### config.mk
export PLATFORM = sky130hd
export DESIGN_NAME = seq_multiplier_n
export DESIGN_NICKNAME = d
export VERILOG_FILES = /design/src/rtl/seq_multiplier_n_pkg.sv /design/src/rtl/seq_multiplier_n_ctrl.sv /design/src/rtl/seq_multiplier_n.sv
export SDC_FILE = /design/constraint.sdc
export NUM_CORES = 1
export LEC_CHECK = 0
export BUFFER_PORTS_ARGS = -buffer_cell sky130_fd_sc_hd__buf_4
export CAP_MARGIN = 25
export CORE_ASPECT_RATIO = 0.8
export CORE_MARGIN = 1.5
export CORE_UTILIZATION = 30
export DETAILED_ROUTE_END_ITERATION = 8
export PLACE_DENSITY = 0.49
export SYNTH_ARGS = -nofsm -noshare
export SYNTH_HDL_FRONTEND = slang
export SYNTH_SLANG_ARGS = --single-unit
export TNS_END_PERCENT = 10
### constraint.sdc
create_clock -name clk -period 5.3 [get_ports clk]
set_clock_uncertainty 0.1 [all_clocks]
set_input_delay 0.53 -clock clk [delete_from_list [all_inputs] [get_ports clk]]
set_output_delay 0.53 -clock clk [all_outputs]
set_load 0.01 [all_outputs]
### src/rtl/seq_multiplier_n_pkg.sv
// Shared constants for the sequential shift-add multiplier:
// controller state encodings and the iteration counter width.
package seq_multiplier_n_pkg;

  localparam logic [1:0] ST_IDLE = 2'd0;
  localparam logic [1:0] ST_RUN  = 2'd1;
  localparam logic [1:0] ST_SIGN = 2'd2;

  function automatic int cnt_w(input int w);
    return $clog2(w + 1);
  endfunction

endpackage

### src/rtl/seq_multiplier_n_ctrl.sv
// Multiplier controller: IDLE/RUN/SIGN FSM, iteration counter,
// load/iterate/finish strobes and the ready/busy/done handshake.
module seq_mult_ctrl
  import seq_multiplier_n_pkg::*;
#(
  parameter int WIDTH = 32,
  parameter int CNT_W = 6
) (
  input  logic clk,
  input  logic rst,
  input  logic start,
  input  logic abort,
  output logic ld,
  output logic run,
  output logic fin,
  output logic ready,
  output logic busy,
  output logic done
);

  localparam logic [CNT_W-1:0] LAST = CNT_W'(WIDTH - 1);

  logic [1:0]       state_q, state_d;
  logic [CNT_W-1:0] cnt_q, cnt_d;
  logic             done_q;
  logic             st_idle, st_run, st_sign;

  assign st_idle = (state_q == ST_IDLE);
  assign st_run  = (state_q == ST_RUN);
  assign st_sign = (state_q == ST_SIGN);

  // ready stays low in the done cycle so a held start
  // is only taken once the result has been presented
  assign ready = st_idle & ~done_q;
  assign busy  = st_run | st_sign;
  assign ld    = ready & start;
  assign run   = st_run & ~abort;
  assign fin   = st_sign & ~abort;
  assign done  = done_q;

  always_comb begin
    state_d = state_q;
    cnt_d   = cnt_q;
    unique case (1'b1)
      st_idle: begin
        if (ld) begin
          state_d = ST_RUN;
          cnt_d   = '0;
        end
      end
      st_run: begin
        if (abort) begin
          state_d = ST_IDLE;
          cnt_d   = '0;
        end else begin
          cnt_d = cnt_q + 1'b1;
          if (cnt_q == LAST) state_d = ST_SIGN;
        end
      end
      st_sign: begin
        state_d = ST_IDLE;
        if (abort) cnt_d = '0;
      end
      default: begin
        state_d = ST_IDLE;
        cnt_d   = '0;
      end
    endcase
  end

  always_ff @(posedge clk or negedge rst) begin
    if (!rst) begin
      state_q <= ST_IDLE;
      cnt_q   <= '0;
      done_q  <= 1'b0;
    end else begin
      state_q <= state_d;
      cnt_q   <= cnt_d;
      done_q  <= fin;
    end
  end

endmodule

### src/rtl/seq_multiplier_n.sv
// Sequential signed/unsigned shift-add multiplier: magnitude
// datapath with final negate, driven by seq_mult_ctrl.
module seq_multiplier_n
  import seq_multiplier_n_pkg::*;
#(
  parameter int WIDTH = 32
) (
  input  logic               clk,
  input  logic               rst,
  input  logic               start,
  input  logic               signed_mode,
  input  logic               abort,
  input  logic [WIDTH-1:0]   multiplicand,
  input  logic [WIDTH-1:0]   multiplier,
  output logic               ready,
  output logic               busy,
  output logic               done,
  output logic [2*WIDTH-1:0] result
);

  localparam int CNT_W = cnt_w(WIDTH);

  logic ld, run, fin;

  seq_mult_ctrl #(
    .WIDTH (WIDTH),
    .CNT_W (CNT_W)
  ) u_ctrl (
    .clk   (clk),
    .rst   (rst),
    .start (start),
    .abort (abort),
    .ld    (ld),
    .run   (run),
    .fin   (fin),
    .ready (ready),
    .busy  (busy),
    .done  (done)
  );

  logic [2*WIDTH-1:0] prod_q, prod_d;
  logic [2*WIDTH-1:0] res_q, res_d;
  logic [WIDTH-1:0]   mcand_q, mag_a, mag_b;
  logic               neg_q, a_neg, b_neg;
  logic [WIDTH:0]     sum;

  assign a_neg = signed_mode & multiplicand[WIDTH-1];
  assign b_neg = signed_mode & multiplier[WIDTH-1];
  // -2^(W-1) maps onto itself, which is its correct unsigned magnitude
  assign mag_a = a_neg ? (~multiplicand + WIDTH'(1)) : multiplicand;
  assign mag_b = b_neg ? (~multiplier + WIDTH'(1)) : multiplier;

  always_comb begin
    sum = {1'b0, prod_q[2*WIDTH-1:WIDTH]}
        + {1'b0, (prod_q[0] ? mcand_q : '0)};
    prod_d = {sum, prod_q[WIDTH-1:1]};
    res_d  = neg_q ? (~prod_q + 1'b1) : prod_q;
  end

  always_ff @(posedge clk or negedge rst) begin
    if (!rst) begin
      prod_q  <= '0;
      mcand_q <= '0;
      neg_q   <= 1'b0;
      res_q   <= '0;
    end else begin
      if (ld) begin
        prod_q  <= {{WIDTH{1'b0}}, mag_b};
        mcand_q <= mag_a;
        neg_q   <= a_neg ^ b_neg;
      end else if (run) begin
        prod_q <= prod_d;
      end
      if (fin) res_q <= res_d;
    end
  end

  assign result = res_q;

endmodule

## Word-level counts from Yosys, hierarchy flattened

Cells that the tools add are included.

| word-level totals | value |
|---|---|
| bits in registers | 170 |
| bits of input ports | 69 |
| logic and storage cells | 49 |

| operators by class | value |
|---|---|
| add/subtract/negate cells | 5 |
| equality and inequality tests | 6 |
| muxes and demuxes | 14 |
| bitwise gates (word level) | 13 |
| reductions and logical operators | 4 |

Operator list:

| cell | count |
|---|---|
| $mux 64 | 3 |
| $mux 32 | 3 |
| $add 32x1->32 const B | 2 |
| $add 64x1->64 const B | 1 |
| $not 32->32 | 2 |
| $not 64->64 | 1 |
| $add 32x32->33 | 1 |
| $mux 6 | 3 |
| $pmux 6 s3 | 1 |
| $add 6x1->6 const B | 1 |
| $and 1x1->1 | 6 |
| $eq 6x5->1 const B | 1 |
| $mux 2 | 3 |
| $ne 2x2->1 const B | 2 |
| $pmux 2 s2 | 1 |
| $reduce_and 2->1 | 2 |
| $ne 3x3->1 const B | 1 |
| $eq 2x1->1 const B | 1 |
| $eq 2x2->1 const B | 1 |
| $logic_not 2->1 | 1 |
| $not 1->1 | 2 |
| $reduce_bool 2->1 | 1 |
| $or 1x1->1 | 1 |
| $xor 1x1->1 | 1 |

## Longest topological paths before layout

Gate-level depths: netlist (run 1).

| logic depth | value |
|---|---|
| depth in word-level cells | 5 |
| mapped depth | 11 |

## Modules after synthesis

A second synthesis (run 1) with hierarchy kept.

| unflattened totals | value |
|---|---|
| cells, all modules | 1270 |
| area, all modules | 11041.8 sq um |

Modules (own cells, without submodules):

| module | times used | cells each | area each (sq um) | seq. area each (sq um) |
|---|---|---|---|---|
| seq_multiplier_n | 1 | 1216 | 10523.8 | 4028.9 |
| seq_mult_ctrl | 1 | 54 | 518.0 | 225.2 |

## Worst setup path after synthesis (run 1)

Ideal clock, no wire load.

| timing path | value |
|---|---|
| path type | reg-to-reg |
| start point | register prod_q[15] |
| end point | register res_q[39] (netlist: result[39]) |
| data arrival time | 2.711 ns |
| data required time | 5.071 ns |
| path slack | 2.360 ns |
| cell stages (with the launch flop) | 9 |
| buffers on the path | 1 |
| clock period less this slack | 2.940 ns |
| cell sequence | dfrtp_1 > or4_4 > or4_4 > or4_4 > buf_6 > or3_4 > o41ai_2 > xor2_1 > o21ai_1 |

| on the way | value |
|---|---|
| word-level cells in the longest chain between the ends | 3 |

RTL lines:

| item | line | source |
|---|---|---|
| from (decl) | seq_multiplier_n.sv:41 | `logic [2*WIDTH-1:0] prod_q, prod_d;` |
| from (signal assigned) | seq_multiplier_n.sv:68 | `prod_q <= {{WIDTH{1'b0}}, mag_b};` |
| from (signal assigned) | seq_multiplier_n.sv:72 | `prod_q <= prod_d;` |
| $not 64->64 | seq_multiplier_n.sv:57 | `res_d = neg_q ? (~prod_q + 1'b1) : prod_q;` |
| $add 64x1->64 | seq_multiplier_n.sv:57 |  |
| $mux 64 | seq_multiplier_n.sv:57 |  |
| to (signal assigned) | seq_multiplier_n.sv:74 | `if (fin) res_q <= res_d;` |
| to (decl) | seq_multiplier_n.sv:42 | `logic [2*WIDTH-1:0] res_q, res_d;` |

No other way between the ends.
A chain may end at the register's enable or synchronous reset.

## Final worst setup path (run 1)

| timing path | value |
|---|---|
| start point | register prod_q[15] |
| end point | register res_q[62] (netlist: result[62]) |

The elaborated chain is that of the path after synthesis.

==> results of run 1 <==
## layer usage
layer / up-vias / routed length, µm / GRT usage, %
met5: - / 0 / 0
li1: 5078 / - / -
met3: 29 / 1280 / 3.08
met4: 0 / 525 / 5.04
met1: 4821 / 17600 / 26.3
met2: 197 / 15400 / 28.0
## power groups by stage
stage / Sequential (mW) / Clock (mW) / Combinational [mW]
finish: 2.49 / 1.36 / 3.60
CTS: 2.53 / 1.40 / 3.58
floorplan: 2.36 / 0 / 2.39
detailed placement: 2.54 / 0 / 3.56
global placement: 2.54 / 0 / 3.54
global route: 2.57 / 1.44 / 4.08
## sequential cells by signal, summed over array words and instances (netlist names)
| name | cells |
|---|---|
| mcand_q | 32 |
| u_ctrl.cnt_q | 6 |
| result | 64 |
| prod_q | 64 |
| neg_q | 1 |
| u_ctrl.done | 1 |
| u_ctrl.state_q | 2 |
## final timing paths
kind | start | endpoint | slack, ns | cells after the start
setup / recovery | prod_q[15] | result[62] | 1.77 | 7
hold / removal | rst | u_ctrl.cnt_q[1] | 0.1 | 1
max in group asynchronous | rst | prod_q[19] | 3.86 | 2
hold reg to reg | mcand_q[31] | mcand_q[31] | 0.38 | 2
setup reg to reg | prod_q[15] | result[62] | 1.77 | 7
min in group clk | multiplicand[31] | mcand_q[31] | 0.26 | 3
## layout make-up
class	instances	area [µm²]
Timing Repair Buffer	144	1100
Clock buffer	19	443
Tap cell	487	609
Clock inverter	13	181
Inverter	24	90.1
Sequential cell	170	4250
Fill cell	3910	23800
Multi-Input combinational cell	1126	6750
## stage by stage
stage / instances / cell area (µm²)
3_5_place_dp: 1950 / 12800
5_1_grt: 1983 / 13400
2_1_floorplan: 1403 / 11400
3_3_place_gp: 1950 / 12800
6_report: 1983 / 13400
4_1_cts: 1982 / 13400
## worst register-to-register path: cells and delay by family (launching register included)
kind	cells	cell delay, ns
AOI/OAI and AO/OA	2	0.39
DFF	1	0.43
xor gates and xnor gates	1	0.21
and+or+nand+nor	4	2.24
## cells in the final DEF, fill, tap and decap left out, types with 5 or more instances in the layout
cell type	count
or4_1	6
or2_2	7
buf_4	142
mux2i_1	12
a21oi_1	73
nand2b_1	15
xnor2_1	64
or3_1	9
and2_1	40
nor3_1	32
xor2_1	74
nand3_1	26
nand2_1	259
o21a_1	5
nor4_1	17
a211oi_1	14
o31ai_1	23
o21bai_1	5
o21ai_0	170
dfrtp_1	170
clkbuf_16	17
nor2b_1	8
a21o_1	12
a31oi_1	34
o41ai_1	14
ha_1	39
and3_1	11
nand4_1	12
inv_1	24
nor2_1	85
o211ai_1	10
## kinds of logic (layout without fill, tap and decap cells)
group           after synthesis  in the layout  share of synthesized area, %
flops                       170            170                          37.4
mux                          12             12                          1.06
fa+ha+maj                    40             40                          4.46
buf+inv                     107            200                          3.60
compound gates              384            384                          20.1
xor+xnor                    138            138                          10.6
simple gates                552            552                          22.8
==> results.py, run 1 <==
metrics = {
    "timing": {
        "fin_crit_ns": 3.53,
        "slew_headroom_pct": 36.5,
        "finalHoldViolCount": 0,
        "fmax_mhz": 284,
        "rsz0062_at_grt": "no",
        "slew_violations": 0,
        "setup_tns_ns": 0,
        "worst_pin_slew_ns": 0.952,
        "period_share_pct": 66.6,
        "setup_ws_ns": 1.77,
        "finalSetupViolations": 0,
        "whs_ns": 0.0958,
    },
    "logic_synthesis": {
        "synth-async-reset-ratio_pct": 100,
        "synth_area_leaders": "dfrtp_1, nand2_1, o21ai_0",
        "netlist_area_mm2": 0.0114,
        "synth.yosys.seq_area_share_pct": 37.4,
        "syn_nets": 1512,
        "ys_top_cells_by_count": "nand2_1, dfrtp_1, o21ai_0, nor2_1, clkbuf_1",
        "yosysUniqueCellTypes": 62,
        "synthFlopType": "dfrtp_1",
        "yosys_warnings": 0,
        "synth_edf_count": 0,
        "synth_top_area_cell": "dfrtp_1",
        "synth-seq-cells": 170,
        "synth.most_common_cell": "nand2_1",
        "syn_area_per_cell_um2": 8.11,
        "syn_inst": 1403,
        "synth.top_cell.area_share_pct": 37.4,
    },
    "power": {
        "power_frac_seq_pct": 33.4,
        "p_int_mw": 4.11,
        "p_sw_share_pct": 44.8,
        "comb_power_share_pct": 48.4,
        "leakage_nw": 5.91,
        "clkPwrFrac_pct": 18.2,
        "vdd.ir_drop.worst_v": 0.000280,
        "totalPowerFinal_mw": 7.45,
        "powerDensity_mw_per_mm2": 555,
        "p_sw_mw": 3.34,
    },
    "placement": {
        "gp_congestion": 0.891,
        "place_ws_ns": 1.57,
        "io_buffers": 135,
        "place_hpwl_um": 25300,
    },
    "cts": {
        "cts_root_buffer": "clkbuf_16",
        "cts_resized": 0,
        "cts_sinks": 170,
        "clockBufferDepth": 2,
        "cts_hold_buf": 0,
        "cts_tree": "yes",
        "clkSlewWorstSetupHoldPaths_ns": 0.07,
        "htreeDepth": 4,
        "worst_skew_pair.late_latency_ns": 0.45,
        "numCtsBuffers": 17,
        "post_cts_buffers": 0,
    },
    "worst_setup_path": {
        "critPathTopFamily": "simple AND/OR/NAND/NOR gates",
        "path_buf_inv": 0,
        "worstPathRequired_ns": 5.50,
        "path_class": "reg2reg",
        "critPathSlowestCell": "or4_2",
        "critPathMaxFanout": 6,
        "cp-start-kind": "register",
        "path_cells": "or4_4, or4_2, nor3_1, nand4b_1, o21ai_0, xor2_1, o21ai_0",
        "cpMostUsedCell": "o21ai_0",
        "worst_path_largest_cell_delay_ns": 0.73,
        "critPathArrivalTime_ns": 3.73,
        "cp-end-kind": "register",
    },
    "floorplan": {
        "die_area_mm2": 0.0391,
        "die_w_um": 221,
        "die_h_um": 177,
        "start_util_pct": 30.6,
        "io_pins": 136,
        "rows": 63,
        "coreArea_mm2": 0.0372,
    },
    "global_route": {
        "grt_pass1_wl_um": 55600,
        "grtUsageTotal_pct": 18.3,
        "grt_max_degree": 95,
        "grt_pass1_vias": 10007,
        "antenna_found_initial": 1,
        "grt_overflow": 0,
    },
    "route": {
        "first_pass_iters": 7,
        "wl_per_cell_um": 17.6,
        "vias_per_cell": 5.11,
        "drt_iter0_drc": 751,
        "vias": 10125,
        "antenna_left": 0,
        "route.detailed.drc": 0,
        "wirelength_um": 34900,
    },
    "layout": {
        "fin_util_pct": 36.1,
        "syn_to_final_growth_pct": 18.0,
        "final_net_count": 1592,
        "drive_above_1_share_pct": 13.2,
        "antennaDiodeCount": 0,
    },
    "hold_path": {
        "min_path_type": "in2async",
    },
    "status": {
        "status": "completed",
    },
    "job": {
        "cap_violations": 0,
    },
}
Power figures use the tool's default switching activity.
==> inputs of run 2 (changes only) <==
--- a/config.mk
+++ b/config.mk
@@ -11,7 +11,7 @@
 export CORE_MARGIN = 1.5
 export CORE_UTILIZATION = 30
 export DETAILED_ROUTE_END_ITERATION = 8
-export PLACE_DENSITY = 0.49
+export PLACE_DENSITY = 0.5
 export SYNTH_ARGS = -nofsm -noshare
 export SYNTH_HDL_FRONTEND = slang
 export SYNTH_SLANG_ARGS = --single-unit
==> constraint.sdc (replaced) <==
create_clock -name clk -period 2.9 [get_ports clk]
set_clock_uncertainty 0.1 [all_clocks]
set_input_delay 0.29 -clock clk [delete_from_list [all_inputs] [get_ports clk]]
set_output_delay 0.29 -clock clk [all_outputs]
set_load 0.01 [all_outputs]
==> results.py, run 2 (synthesis gave the netlist of run 1 again) <==
metrics = {
    "status": {
        "status": "finished with violations",
        "failed_checks": "design-rule violations, negative setup slack",
    },
    "route": {
        "drt_iter0_drc": 668,
        "vias": 10923,
        "antenna_left": 0,
        "wl_per_cell_um": 17.4,
        "first_pass_iters": 9,
        "wirelength_um": 37300,
        "vias_per_cell": 5.09,
        "route.detailed.drc": 4,
    },
    "hold_path": {
        "min_path_type": "in2reg",
    },
    "layout": {
        "antennaDiodeCount": 0,
        "syn_to_final_growth_pct": 32.4,
        "mostFrequentLayoutCells": "buf_4, nand2_1, dfrtp_1",
        "stdcell_count": 2144,
        "final_area_mm2": 0.0151,
        "fillers": 3841,
        "layout_commonest_cell": "buf_4",
        "drive_above_1_share_pct": 24.7,
        "final_net_count": 1753,
    },
    "timing": {
        "worst_pin_slew_ns": 0.674,
        "finalHoldViolCount": 0,
        "slew_headroom_pct": 55.0,
        "fin_crit_ns": 3.00,
        "period_share_pct": 103,
        "finalSetupViolations": 3,
        "setup_ws_ns": -0.0967,
        "fmax_mhz": 334,
        "rsz0062_at_grt": "yes",
        "slew_violations": 0,
    },
    "worst_setup_path": {
        "critPathTopFamily": "simple AND/OR/NAND/NOR gates",
        "path_buf_inv": 0,
        "worstPathRequired_ns": 3.11,
        "critPathSlowestCell": "or4_4",
        "path_cells": "or4_4, or4_4, or4_4, or3_4, o41ai_4, xor2_1, o21ai_1",
        "cp-end-kind": "register",
        "path_class": "reg2reg",
        "cpMostUsedCell": "or4_4",
        "worst_path_largest_cell_delay_ns": 0.56,
        "critPathArrivalTime_ns": 3.20,
        "critPathMaxFanout": 5,
        "cp-start-kind": "register",
    },
    "floorplan": {
        "die_h_um": 177,
        "die_w_um": 221,
        "coreArea_mm2": 0.0372,
        "io_pins": 136,
        "die_area_mm2": 0.0391,
        "start_util_pct": 30.6,
        "rows": 63,
    },
    "power": {
        "comb_power_share_pct": 55.8,
        "leakage_nw": 6.81,
        "p_sw_mw": 6.57,
        "totalPowerFinal_mw": 15.3,
        "powerDensity_mw_per_mm2": 1020,
        "vdd.ir_drop.worst_v": 0.000491,
        "p_sw_share_pct": 43.0,
        "p_int_mw": 8.72,
        "clkPwrFrac_pct": 16.3,
        "power_frac_seq_pct": 27.8,
    },
    "cts": {
        "cts_tree": "yes",
        "cts_root_buffer": "clkbuf_16",
        "worst_skew_pair.late_latency_ns": 0.44,
        "numCtsBuffers": 17,
        "cts_sinks": 170,
        "htreeDepth": 4,
        "clockBufferDepth": 2,
        "clkSlewWorstSetupHoldPaths_ns": 0.07,
    },
    "global_route": {
        "grt_max_degree": 82,
        "grtUsageTotal_pct": 19.6,
        "grt_pass1_wl_um": 59500,
        "grt_overflow": 0,
        "antenna_found_initial": 1,
        "grt_pass1_vias": 10780,
    },
    "job": {
        "cap_violations": 0,
    },
    "placement": {
        "place_hpwl_um": 28200,
        "placed_cell_area_mm2": 0.0141,
        "gp_congestion": 0.834,
        "io_buffers": 135,
        "dp.cells": 2111,
        "place_ws_ns": -0.263,
    },
}
run 2: cell types whose count changed in the layout (fill, tap and decap cells not counted), sizes merged:
cell         delta
inv             -4
buf           +160
clkbuf          +1
dlygate4sd3     +1
clkinv          +1
clkinvlp        +2
run 2: power by group through the flow:
stage | combinational, mW | clock (mW) | sequential (mW)
after CTS | 8.39 | 2.55 | 4.26
after floorplan | 4.37 | 0 | 4.31
final | 8.54 | 2.50 | 4.26
after global routing | 9.54 | 2.65 | 4.40
after global placement | 8.13 | 0 | 4.27
after detailed placement | 8.19 | 0 | 4.29
run 2: worst register-to-register path: stages (launching register included):
cell     delay, ns
dfrtp_1       0.39
or4_4         0.56
or4_4         0.44
or4_4         0.50
or3_4         0.39
o41ai_4       0.23
xor2_1        0.18
o21ai_1       0.07
run 2: area by class of cell:
class                      count  area (µm²)  area share, %
clock buffer                  20         467           3.10
multi-input combinational   1126        7100           47.1
tap                          487         609           4.04
clock inverter                12         163           1.08
sequential                   170        4250           28.2
inverter                      24        90.1          0.598
timing repair buffer         305        2390           15.8
run 2: what timing repair did:
item	in CTS	in global routing
gates cloned	0	0
buffers inserted	0	0
setup endpoints to repair	42	43
hold buffers	1	0
gates resized for setup	31	50
endpoints found under the hold margin	56	0
pin swaps	3	19
run 2: worst paths after layout:
path,start,to,slack [ns],cells after the start
min in group asynchronous,rst,mcand_q[2],0.34,2
min reg2reg,mcand_q[20],mcand_q[20],0.38,2
min,multiplicand[19],mcand_q[19],0.04,3
max reg2reg,prod_q[15],result[39],-0.1,7
max,prod_q[15],result[39],-0.1,7
max in group asynchronous,rst,prod_q[2],1.60,3
run 2: metal layers:
metal | up-vias | GRT usage, % | routed length [µm]
li1 | 5422 | - | -
met1 | 5291 | 28.0 | 18200
met2 | 180 | 30.3 | 16900
met3 | 30 | 3.30 | 1440
met4 | 0 | 5.24 | 687
met5 | - | 0 | 0
run 2: stage by stage:
| stage | setup TNS (ns) | utilization [%] | hold WS (ns) |
|---|---|---|---|
| global placement | -2.17 | 37.8 | 0.241 |
| global route | -1.06 | 40.5 | 0.0311 |
| detailed placement | -3.17 | 37.8 | 0.249 |
| floorplan | -0.0472 | - | -0.106 |
| CTS | -0.408 | 39.9 | 0.0267 |
| finish | -0.204 | 40.5 | 0.0378 |
